File: config.mk
export PLATFORM = sky130hd
export DESIGN_NAME = spi_slave_rx_flat
export DESIGN_NICKNAME = d
export VERILOG_FILES = /design/src/rtl/spi_slave_rx_if.sv /design/src/rtl/spi_slave_rx.sv /design/src/flat_wrapper.sv
export SDC_FILE = /design/constraint.sdc
export NUM_CORES = 1
export LEC_CHECK = 0
export CORE_ASPECT_RATIO = 0.6
export CORE_UTILIZATION = 50
export CTS_CLUSTER_SIZE = 16
export DETAILED_ROUTE_END_ITERATION = 6
export GPL_TIMING_DRIVEN = 0
export PLACE_DENSITY = 0.74
export SYNTH_ARGS = -nofsm -noshare
export SYNTH_HDL_FRONTEND = slang
export SYNTH_SLANG_ARGS = --single-unit
export TNS_END_PERCENT = 10
File: constraint.sdc
create_clock -name clk -period 1.55 [get_ports clk]
set_input_delay 0.155 -clock clk [delete_from_list [all_inputs] [get_ports clk]]
set_output_delay 0.155 -clock clk [all_outputs]
set_load 0.01 [all_outputs]
File: src/rtl/spi_slave_rx_if.sv
// Bundle of the serial lines and the word-level valid/ready output of spi_slave_rx.
// The master modport is the side that drives the SPI lines and consumes words.
interface spi_slave_rx_if #(
    parameter int DATA_W = 8
);
    logic              sclk;
    logic              cs;
    logic              mosi;
    logic [DATA_W-1:0] rx_data;
    logic              rx_valid;
    logic              rx_ready;
    logic              overrun;
    logic              frame_err;
    logic              busy;

    modport master (
        output sclk, cs, mosi, rx_ready,
        input  rx_data, rx_valid, overrun, frame_err, busy
    );

    modport slave (
        input  sclk, cs, mosi, rx_ready,
        output rx_data, rx_valid, overrun, frame_err, busy
    );
endinterface

File: src/rtl/spi_slave_rx.sv
// Oversampling SPI receiver: synchronizes cs/sclk/mosi, deserializes MSB-first words
// and holds each one in a single-entry valid/ready register with overrun/framing flags.
module spi_slave_rx #(
    parameter int DATA_W      = 8,
    parameter int SYNC_STAGES = 2,
    parameter bit SAMPLE_EDGE = 1'b0,
    parameter int SKIP_EDGES  = 0
) (
    input  logic          clk,
    input  logic          rst,
    spi_slave_rx_if.slave bus
);
    localparam int CNT_W = $clog2(DATA_W);

    typedef enum logic {
        IDLE,
        SHIFT
    } state_t;

    logic [SYNC_STAGES-1:0] r_sclk_sync;
    logic [SYNC_STAGES-1:0] r_cs_sync;
    logic [SYNC_STAGES-1:0] r_mosi_sync;
    logic                   r_sclk_prev;
    logic                   r_cs_prev;

    // Chains include the raw input at bit 0 so any depth (including 1) shifts uniformly.
    logic [SYNC_STAGES:0]   w_sclk_chain;
    logic [SYNC_STAGES:0]   w_cs_chain;
    logic [SYNC_STAGES:0]   w_mosi_chain;

    logic                   w_sclk_s;
    logic                   w_cs_s;
    logic                   w_mosi_s;
    logic                   w_sample;
    logic                   w_cs_fall;
    logic                   w_cs_rise;
    logic [DATA_W-1:0]      w_word;

    state_t                 r_state;
    logic [CNT_W-1:0]       r_bit_cnt;
    logic [1:0]             r_skip_cnt;
    logic [DATA_W-1:0]      r_shift;
    logic [DATA_W-1:0]      r_rx_data;
    logic                   r_rx_valid;
    logic                   r_overrun;
    logic                   r_frame_err;
    logic                   r_busy;

    assign w_sclk_chain = {r_sclk_sync, bus.sclk};
    assign w_cs_chain   = {r_cs_sync, bus.cs};
    assign w_mosi_chain = {r_mosi_sync, bus.mosi};

    assign w_sclk_s  = r_sclk_sync[SYNC_STAGES-1];
    assign w_cs_s    = r_cs_sync[SYNC_STAGES-1];
    assign w_mosi_s  = r_mosi_sync[SYNC_STAGES-1];

    assign w_sample  = SAMPLE_EDGE ? (w_sclk_s & ~r_sclk_prev) : (~w_sclk_s & r_sclk_prev);
    assign w_cs_fall = ~w_cs_s & r_cs_prev;
    assign w_cs_rise = w_cs_s & ~r_cs_prev;
    assign w_word    = {r_shift[DATA_W-2:0], w_mosi_s};

    always_ff @(posedge clk) begin
        if (rst) begin
            r_sclk_sync <= '0;
            r_cs_sync   <= '1;
            r_mosi_sync <= '0;
            r_sclk_prev <= 1'b0;
            r_cs_prev   <= 1'b1;
        end else begin
            r_sclk_sync <= w_sclk_chain[SYNC_STAGES-1:0];
            r_cs_sync   <= w_cs_chain[SYNC_STAGES-1:0];
            r_mosi_sync <= w_mosi_chain[SYNC_STAGES-1:0];
            r_sclk_prev <= w_sclk_s;
            r_cs_prev   <= w_cs_s;
        end
    end

    always_ff @(posedge clk) begin
        if (rst) begin
            r_state     <= IDLE;
            r_bit_cnt   <= '0;
            r_skip_cnt  <= '0;
            r_shift     <= '0;
            r_rx_data   <= '0;
            r_rx_valid  <= 1'b0;
            r_overrun   <= 1'b0;
            r_frame_err <= 1'b0;
            r_busy      <= 1'b0;
        end else begin
            r_overrun   <= 1'b0;
            r_frame_err <= 1'b0;
            if (r_rx_valid && bus.rx_ready) begin
                r_rx_valid <= 1'b0;
            end
            case (r_state)
                IDLE: begin
                    if (w_cs_fall) begin
                        r_skip_cnt <= 2'(SKIP_EDGES);
                        r_bit_cnt  <= '0;
                        r_state    <= SHIFT;
                        r_busy     <= 1'b1;
                    end
                end
                SHIFT: begin
                    // A cs rise wins over a coincident sample edge.
                    if (w_cs_rise) begin
                        r_state   <= IDLE;
                        r_busy    <= 1'b0;
                        r_bit_cnt <= '0;
                        if (r_bit_cnt != '0) begin
                            r_frame_err <= 1'b1;
                        end
                    end else if (w_sample) begin
                        if (r_skip_cnt != '0) begin
                            r_skip_cnt <= r_skip_cnt - 2'd1;
                        end else begin
                            r_shift <= w_word;
                            if (r_bit_cnt == CNT_W'(DATA_W - 1)) begin
                                r_bit_cnt <= '0;
                                if (!r_rx_valid || bus.rx_ready) begin
                                    r_rx_data  <= w_word;
                                    r_rx_valid <= 1'b1;
                                end else begin
                                    r_overrun <= 1'b1;
                                end
                            end else begin
                                r_bit_cnt <= r_bit_cnt + 1'b1;
                            end
                        end
                    end
                end
                default: begin
                    r_state <= IDLE;
                    r_busy  <= 1'b0;
                end
            endcase
        end
    end

    assign bus.rx_data   = r_rx_data;
    assign bus.rx_valid  = r_rx_valid;
    assign bus.overrun   = r_overrun;
    assign bus.frame_err = r_frame_err;
    assign bus.busy      = r_busy;
endmodule
File: src/flat_wrapper.sv
// flat-port wrapper written by rule: the top's interface ports become plain ports
module spi_slave_rx_flat 
#(
    parameter int DATA_W      = 8,
    parameter int SYNC_STAGES = 2,
    parameter bit SAMPLE_EDGE = 1'b0,
    parameter int SKIP_EDGES  = 0
)
  (clk, rst, bus_sclk, bus_cs, bus_mosi, bus_rx_ready, bus_rx_data, bus_rx_valid, bus_overrun, bus_frame_err, bus_busy);
  spi_slave_rx_if #(.DATA_W(DATA_W)) bus_i ();
  input  logic clk;
  input  logic rst;
  input wire logic [$bits(bus_i.sclk)-1:0] bus_sclk;
  input wire logic [$bits(bus_i.cs)-1:0] bus_cs;
  input wire logic [$bits(bus_i.mosi)-1:0] bus_mosi;
  input wire logic [$bits(bus_i.rx_ready)-1:0] bus_rx_ready;
  output wire logic [$bits(bus_i.rx_data)-1:0] bus_rx_data;
  output wire logic [$bits(bus_i.rx_valid)-1:0] bus_rx_valid;
  output wire logic [$bits(bus_i.overrun)-1:0] bus_overrun;
  output wire logic [$bits(bus_i.frame_err)-1:0] bus_frame_err;
  output wire logic [$bits(bus_i.busy)-1:0] bus_busy;
  assign bus_i.sclk = bus_sclk;
  assign bus_i.cs = bus_cs;
  assign bus_i.mosi = bus_mosi;
  assign bus_i.rx_ready = bus_rx_ready;
  assign bus_rx_data = bus_i.rx_data;
  assign bus_rx_valid = bus_i.rx_valid;
  assign bus_overrun = bus_i.overrun;
  assign bus_frame_err = bus_i.frame_err;
  assign bus_busy = bus_i.busy;
  spi_slave_rx #(.DATA_W(DATA_W), .SYNC_STAGES(SYNC_STAGES), .SAMPLE_EDGE(SAMPLE_EDGE), .SKIP_EDGES(SKIP_EDGES)) u_core (.clk(clk), .rst(rst), .bus(bus_i));
endmodule
Word-level counts from Yosys, hierarchy flattened
Cells that the tools add are included.
{"block": "word_totals", "register_bits": 33, "latchBits": 0, "mem_bits_rw": 0, "rom_bits": 0, "inputBits": 6, "wordCells": 73, "memories": 0}
{"block": "op_classes", "addsub": 2, "n_mul": 0, "div": 0, "order_cmp": 0, "eq_ne": 8, "n_shift": 0, "muxes": 26, "bitwise": 11, "n_reduce_logical": 12}
{"cell": "3-bit two-way mux", "n": 5}
{"cell": "1-bit two-way mux", "n": 13}
{"cell": "2-bit two-way mux", "n": 4}
{"cell": "1-bit NOT", "n": 8}
{"cell": "4-bit AND reduction", "n": 2}
{"cell": "2-bit by 1-bit inequality test with 1-bit output, second input constant", "n": 3}
{"cell": "3-bit case mux with 2 select lines", "n": 1}
{"cell": "6-bit AND reduction", "n": 1}
{"cell": "6-bit OR reduction", "n": 1}
{"cell": "2-bit inequality test, second input constant", "n": 2}
{"cell": "1-bit case mux with 2 select lines", "n": 2}
{"cell": "2-bit case mux with 2 select lines", "n": 1}
{"cell": "3-bit by 1-bit adder with 3-bit output, second input constant", "n": 1}
{"cell": "1-bit AND", "n": 3}
{"cell": "3-bit equality test, second input constant", "n": 1}
{"cell": "3-bit by 1-bit inequality test with 1-bit output, second input constant", "n": 1}
{"cell": "3-bit by 2-bit inequality test with 1-bit output, second input constant", "n": 1}
{"cell": "3-bit AND reduction", "n": 1}
{"cell": "3-bit nonzero test", "n": 1}
{"cell": "3-bit OR reduction", "n": 1}
{"cell": "2-bit AND reduction", "n": 1}
{"cell": "2-bit nonzero test", "n": 1}
{"cell": "2-bit by 1-bit subtractor with 2-bit output, second input constant", "n": 1}
{"cell": "1-bit logical AND", "n": 1}
{"cell": "2 further kinds", "n": 2}

Logic depth before layout (Yosys ltp)
{"block": "logic_depth", "ltp_word": 8, "mapped_depth": 6, "depth_no_buf": 6}

Least setup slack after synthesis
OpenSTA, ideal clock, no wires.
{"block": "synth_timing", "kind": "reg-to-reg", "start": "register u_core.r_skip_cnt[0]", "end": "register u_core.r_rx_valid, in the netlist u_core.bus.rx_valid", "arrival_ns": 1.172, "path_slack_ns": 0.311, "path_stages_with_launch": 7, "path_buffers": 1, "path_cell_list": "dfxtp_1 -> inv_1 -> ha_1 -> nand4_4 -> buf_6 -> or2_4 -> a21oi_2"}
{"block": "synth_via", "elab_chain_cells": 5}
{"item": "start: declaration", "line_no": "spi_slave_rx.sv:41", "text": "logic [1:0] r_skip_cnt;"}
{"item": "start signal: assignment", "line_no": "spi_slave_rx.sv:98", "text": "r_skip_cnt <= 2'(SKIP_EDGES);"}
{"item": "start signal: assignment", "line_no": "spi_slave_rx.sv:115", "text": "r_skip_cnt <= r_skip_cnt - 2'd1;"}
{"item": "2-bit nonzero test", "line_no": "spi_slave_rx.sv:114", "text": "if (r_skip_cnt != '0) begin"}
{"item": "1-bit two-way mux", "line_no": "spi_slave_rx.sv:114"}
{"item": "1-bit two-way mux", "line_no": "spi_slave_rx.sv:113", "text": "end else if (w_sample) begin"}
{"item": "1-bit two-way mux", "line_no": "spi_slave_rx.sv:106", "text": "if (w_cs_rise) begin"}
{"item": "1-bit two-way mux", "line_no": "spi_slave_rx.sv:95", "text": "case (r_state)"}
{"item": "end signal: assignment", "line_no": "spi_slave_rx.sv:85", "text": "r_rx_valid <= 1'b0;"}
{"item": "end signal: assignment", "line_no": "spi_slave_rx.sv:93", "text": "r_rx_valid <= 1'b0;"}
{"item": "end signal: assignment", "line_no": "spi_slave_rx.sv:122", "text": "r_rx_valid <= 1'b1;"}
{"item": "end: declaration", "line_no": "spi_slave_rx.sv:44", "text": "logic r_rx_valid;"}
Every way passes these cells.
A chain may end at the register's enable or synchronous reset.

Final worst setup path
{"block": "layout_timing", "start": "register u_core.r_bit_cnt[1]", "end": "register u_core.r_rx_data[2], in the netlist u_core.bus.rx_data[2]"}
{"block": "layout_via", "elab_chain_cells": 2}
{"item": "start: declaration", "line_no": "spi_slave_rx.sv:40", "text": "logic [CNT_W-1:0] r_bit_cnt;"}
{"item": "start signal: assignment", "line_no": "spi_slave_rx.sv:127", "text": "r_bit_cnt <= r_bit_cnt + 1'b1;"}
{"item": "3-bit equality test", "line_no": "spi_slave_rx.sv:118", "text": "if (r_bit_cnt == CNT_W'(DATA_W - 1)) begin"}
{"item": "6-bit AND reduction (no source line)"}
{"item": "end signal: assignment", "line_no": "spi_slave_rx.sv:121", "text": "r_rx_data <= w_word;"}
{"item": "end: declaration", "line_no": "spi_slave_rx.sv:43", "text": "logic [DATA_W-1:0] r_rx_data;"}
Every way passes these cells.

==> impl.org <==
** Cells and area
- Area taken by flip-flops and latches :: ~660 um2
- Antenna diode count :: 0
- Count of fill cells added during filler insertion :: 199
- The library cells used most frequently in the layout, excluding fill and tap cells, are 32 x dfxtp_1, 18 x nand2b_1, 17 x clkdlybuf4s50_1.
- Layout net count :: 164
- Most frequent standard cell in the layout excluding fill and tap cells :: dfxtp_1
- Area added between synthesis and finish :: 23.11%
- Ratio of cells with drive above 1 in the final layout :: 0.1484
- Summing all multi-input logic gate instances after layout gives between 600 and 700 um2.

** Die
- Initial Utilization :: 0.5350
- The die is 42.38 um tall.
- Core ar. :: 0.002540 mm2
- The floorplan has 14 rows.
- Ports placed on the boundary :: 18
- The floorplan step defined a die boundary enclosing 0.002937 mm2.
- In this run the horizontal extent of the chip is 69.30 um.

** GRT
- Total track usage :: 0.1913
- The initial antenna violation count was 0.
- The number of global-route vias before repair is 871.
- The total overflow left after global routing is 0.
- The first global-routing pass estimated 4112 um of wire.
- Entering global routing, the biggest net connects 11 pins.

** Yosys
- Post-synthesis instance total :: 130
- In the synthesized netlist the async set-or-reset flop fraction comes to 0.
- Of the synthesized area, sequential elements account for 0.4862.
- After synthesis, the mean cell area works out to 10.45 um2.
- The synthesized design contains 0 enable-type register cells.
- Yosys printed 0 warnings.
- Top FF cell, synth :: dfxtp_1
- Register bit count reported by yosys :: 33
- Syn nets :: 140
- The netlist uses 28 different library cells.
- After synthesis the cells add up to 0.001359 mm2.

** Placement
- At the end of routability-driven placement, the weighted congestion stood at 0.7026.
- Port buffering added 17 buffers.
- The HPWL after detailed placement is 1668 um.
- Pre-CTS setup slack :: -231.2 ps

** STA
- Once routing completed, OpenROAD measured the worst setup slack at ~160 ps.
- RSZ-0062 raised after global routing :: false
- Hold violation total from the final report :: 0
- Max Fclk :: ~700 MHz
- The tightest hold path in the finished design has a slack of 417.7 ps.
- For the finished layout, the period the worst path requires is around 1400 ps.
- Least-Margin Pin Slew :: 437.6 ps
- The number of pins exceeding their max-slew limit in the final report is 0.
- Worst clock skew :: 4.754 ps
- TNS Setup :: 0 ps
- Slew HR :: 0.7083
- Finish-stage setup viols :: 0
- Of the available clock period, the critical path in the final layout requires 0.8993.

** Clock network
- Max H-tree Level :: 2
- Clock root cell :: clkbuf_8
- Post-CTS setup repair buffer count :: 0
- TritonCTS built the clock tree.
- After clock tree synthesis, the clock-pin slew on the worst setup and hold paths is 70 ps.
- Clock tree synthesis inserted a total of 5 buffers.
- The later pin in the worst-skew pair is clocked with a latency of 280 ps.
- For this design, the sink count on the clock tree is 33.
- Number of buffers on the longest clock path :: 2

** Route
- The pre-antenna-repair detailed-routing pass consisted of 4 iterations.
- For this block, the via count after detailed routing is 939.
- Dividing the detail-routed wire length by the instance count gives approximately 13 um.
- Using the TritonRoute via totals, the vias-per-cell ratio works out to 5.021.
- For this run, design rule violations remaining after detail routing come to 0.
- Residual antenna-violating net count after detailed routing :: 0
- The first routing iteration left 51 violations.
- The final layout contains routed wiring with a total length of 2351 um.

** Worst setup path
- Worst EP required :: 1760 ps
- Critical path data arrival time :: 1600 ps
- Along the worst path, the maximum fanout reaches 8.
- The worst setup path is captured at a register.
- Critical path startpoint category :: register
- The worst setup path is of the register to register kind.

** Power and ir drop
- Design Power :: approximately 0.0017 W
- In this run the power density over the cells is 986.4 mW/mm2.
- For this design the static power due to leakage is approximately 0.63 nW.
- Maximum resistive drop on vdd :: 0.9909 mV

** Run status
- The flow ran to the end, and the final reports show no timing, DRC or antenna violations.

** Flow run
- Max-cap violation count :: 0

** Hold path
- The worst hold path belongs to the class register to register.
## critical path, cell delays in order (launching register included)
cell,delay [ps]
dfxtp_1,360
ha_1,170
ha_1,180
nand2_1,90
nor2_4,290
mux2i_1,230
## layer usage
metal / global-route usage / wire, um
met1: 0.2374 / 1172
met3: 0.07692 / 133
met4: 0.09796 / 51
met5: 0 / 0
met2: 0.2893 / 993
## cells by family (layout without fill, tap and decap cells)
| group | count (synthesis) | count (layout) | synth area share |
|---|---|---|---|
| AO/OA/AOI/OAI | 8 | 8 | 0.04144 |
| adder cells (fa/ha/maj) | 4 | 4 | 0.03683 |
| buffers and inverters | 13 | 38 | 0.04143 |
| flip-flops | 33 | 33 | 0.4862 |
| multiplexers | 17 | 17 | 0.1271 |
| AND/OR/NAND/NOR | 55 | 55 | 0.2670 |
## flip-flops by register name, summed over array words and instances, names as in the netlist
signal and flops:
u_core.bus.busy 1, u_core.bus.frame_err 1, u_core.bus.overrun 1, u_core.bus.rx_data 8
u_core.bus.rx_valid 1, u_core.r_bit_cnt 3, u_core.r_cs_prev 1, u_core.r_cs_sync 2
u_core.r_mosi_sync 2, u_core.r_sclk_prev 1, u_core.r_sclk_sync 2, u_core.r_shift 7
u_core.r_skip_cnt 2, u_core.r_state 1
## worst paths after layout
path / startpoint / endpoint / slack (ps) / cells after the start
max: u_core.r_bit_cnt[1] / u_core.bus.rx_data[2] / 160 / 5
min: u_core.r_cs_sync[0] / u_core.r_cs_sync[1] / 420 / 1
max reg2reg: u_core.r_bit_cnt[1] / u_core.bus.rx_data[2] / 160 / 5
min reg2reg: u_core.r_cs_sync[0] / u_core.r_cs_sync[1] / 420 / 1
## where the power goes
group          internal (W)  leakage, nW  switching, W
logic             0.0000403        0.304     0.0000316
clock network      0.000401       0.0542      0.000306
registers          0.000861        0.268     0.0000102
## area by class of cell
type,count,area share
plain buffers,5,0.01645
clock buffers,7,0.05759
clock inverters,1,0.002992
inverters,8,0.01795
multi-input cells,84,0.3837
flip-flops and latches,33,0.3957
well taps,32,0.02393
repair buffers,17,0.1017
## cell usage after synthesis, types with 2 or more instances
| library cell | instances | share of area |
|---|---|---|
| dfxtp_1 | 33 | 0.49 |
| nand3b_1 | 4 | 0.022 |
| mux2_2 | 2 | 0.017 |
| o32ai_1 | 2 | 0.013 |
| clkbuf_1 | 4 | 0.011 |
| nand2b_1 | 18 | 0.083 |
| a21oi_1 | 3 | 0.011 |
| inv_1 | 8 | 0.022 |
| nand2_1 | 5 | 0.014 |
| or2_2 | 3 | 0.014 |
| nor2_1 | 9 | 0.025 |
| ha_1 | 4 | 0.037 |
| nor2b_1 | 6 | 0.028 |
| mux2i_1 | 15 | 0.11 |
## per-stage QoR
step,instance area (um2),utilization,std cells
6_report,1673,0.6586,187
5_1_grt,1673,0.6586,187
4_1_cts,1670,0.6576,187
3_5_place_dp,1569,0.6177,179
3_3_place_gp,1569,0.6177,179
2_1_floorplan,1359,-,130
## repair_timing
action                     in CTS  in global routing
resized for setup               0                  3
hold buffers                    0                  0
setup endpoints to repair       0                 12
Note: power is estimated with default switching activity, not from simulation.
==> patch: new RTL, same settings <==
`SYNC_STAGES` is set to 2 in 2 places; all go to 1.
--- a/src/rtl/spi_slave_rx.sv
+++ b/src/rtl/spi_slave_rx.sv
@@ -4,3 +4,3 @@
     parameter int DATA_W      = 8,
-    parameter int SYNC_STAGES = 2,
+    parameter int SYNC_STAGES = 1,
     parameter bit SAMPLE_EDGE = 1'b0,
--- a/src/flat_wrapper.sv
+++ b/src/flat_wrapper.sv
@@ -4,3 +4,3 @@
     parameter int DATA_W      = 8,
-    parameter int SYNC_STAGES = 2,
+    parameter int SYNC_STAGES = 1,
     parameter bit SAMPLE_EDGE = 1'b0,
Function: changed (Yosys sat finds a counterexample within 4 cycles, from zero or initial values and one cycle with rst high).
==> patch against the original RTL <==
  * The run now ends with negative setup slack left
  * Sequential cell count shrank 3
  * Total power fell by 3.7%
  * Sequential share of layout area down 1.5 points
  * Worst setup slack got worse by 230 ps
  * Cell area shrank 5.6%
  * Routed wire length grew 2.9%
  * Area after synthesis decreased by 9.5%
  * Clock power increased by 2%
  * Critical path depth up 1
  * Fmax decreased by 14%
  * Largest cell class unchanged
  * Largest power group unchanged
==> patch: results (changes against the original RTL) <==
status: "finished with violations"  # was finished clean
violations: "negative setup slack"
grt_pass1_vias: 839  # was 871
multi_input_area_um2: 586  # was 642 um2
syn_avg_cell_area_um2: 9.18  # was 10.5 um2
drt-total-wl_um: 2420  # was 2350 um
numCtsBuffers: 5  # unchanged
nNetsFinal: 170  # was 164
yosysUniqueCellTypes: 25  # was 28
place_area_um2: 1430  # was 1570 um2
critPathSlowestCell: "or3_4"  # was dfxtp_1
seq_area_frac_synth_pct: 48.8  # was 48.6%
nFillCells: 181  # was 199
clkbuf_count: 8  # was 7
crit_path_start: "u_core.r_skip_cnt[0]$_SDFFE_PP0P_"  # was u_core.r_bit_cnt[1]$_SDFFE_PP0P_
clock_skew_ps: 2.93  # was 4.75 ps
arrival_ps: 1840  # was 1600 ps
htree_levels: 2  # unchanged
peakVddDrop_v: 0.000606  # was 0.000991 V
synthTopCellsByArea: "dfxtp_1 49%, nand2b_1 9.7%, mux2i_1 6.5%"  # was dfxtp_1 49%, mux2i_1 11%, nand2b_1 8.3%
worstHoldStart: "rst"  # was u_core.r_cs_sync[0]$_SDFF_PP1_
worst_pin_slew_ps: 545  # was 438 ps
buffer_area_share_pct: 13.8  # was 11.8%
critPathMaxStageDelay_ps: 440  # was 360 ps
yosys-mux-area-fraction_pct: 8.34  # was 12.7%
hold_path_end: "u_core.r_sclk_prev$_SDFF_PP0_"  # was u_core.r_cs_sync[1]$_SDFF_PP1_
drtIter0Drc: 31  # was 51
grt_pass1_wl_um: 3840  # was 4110 um
cts_sinks: 30  # was 33
n_all_inverters: 7  # was 8
grtUsageTotal_pct: 20.9  # was 19.1%
dp.cells: 180  # was 179
synthAdderAreaFrac_pct: 4.07  # was 3.68%
worst_slack_ps: -78.1  # was 156 ps
area.sequential_um2: 602  # was 662 um2
multi_input_gates: 90  # was 84
setup_viol_count_final: 1  # was 0
reg2regPathDepth: 6  # was 5
drive_above_1_share_pct: 16.8  # was 14.8%
p_leak_nw: 0.541  # was 0.626 nW
synth_compound_area_share_pct: 7.12  # was 4.14%
synth_common_cells: "30 x dfxtp_1, 20 x nand2_1, 19 x nand2b_1, 14 x a21oi_1, 8 x mux2i_1"  # was 33 x dfxtp_1, 18 x nand2b_1, 15 x mux2i_1, 9 x nor2_1, 8 x inv_1
final-clk-cell-share_pct: 6.97  # was 6.06%
avgViaCountPerCell: 5.09  # was 5.02
syn_nets: 144  # was 140
io_buffers: 16  # was 17
holdPathStages: 2  # was 1
hpwl_um: 1730  # was 1670 um
fin_hold_ws_ps: 244  # was 418 ps
num_vias: 973  # was 939
pre_cts_ws_ps: -134  # was -231 ps
-- patch: cell types whose count changed in the layout (fill, tap and decap cells not counted), sizes merged, moves of 2 or more --
cell,delta
nor2,-7
clkbuf,+2
buf,+4
or2,-2
nand2,+15
dfxtp,-3
nor2b,-3
a21oi,+11
o32ai,-2
mux2i,-7
-- patch: timing repair --
| item | in CTS | in global routing |
|---|---|---|
| gates cloned | 0 | 0 |
| endpoints found under the setup margin | 18 | 17 |
| pin swaps | 3 | 4 |
| buffers inserted | 1 | 3 |
| gates resized for setup | 4 | 4 |
-- patch: power breakdown --
group          switching (mW)  internal (mW)  leakage (nW)
combinational          0.0328         0.0390         0.240
sequential            0.00984          0.783         0.244
clock                   0.277          0.448        0.0575
total                   0.319           1.27         0.541
-- patch: routing by layer --
layer / track usage (%) / share of wire [%] / vias to the layer above
met1: 26.7 / 50 / 442
met3: 8.52 / 6.1 / 2
met4: 7.98 / 0.70 / 0
met2: 32.1 / 43 / 35
li1: - / - / 494
met5: 0 / 0 / -
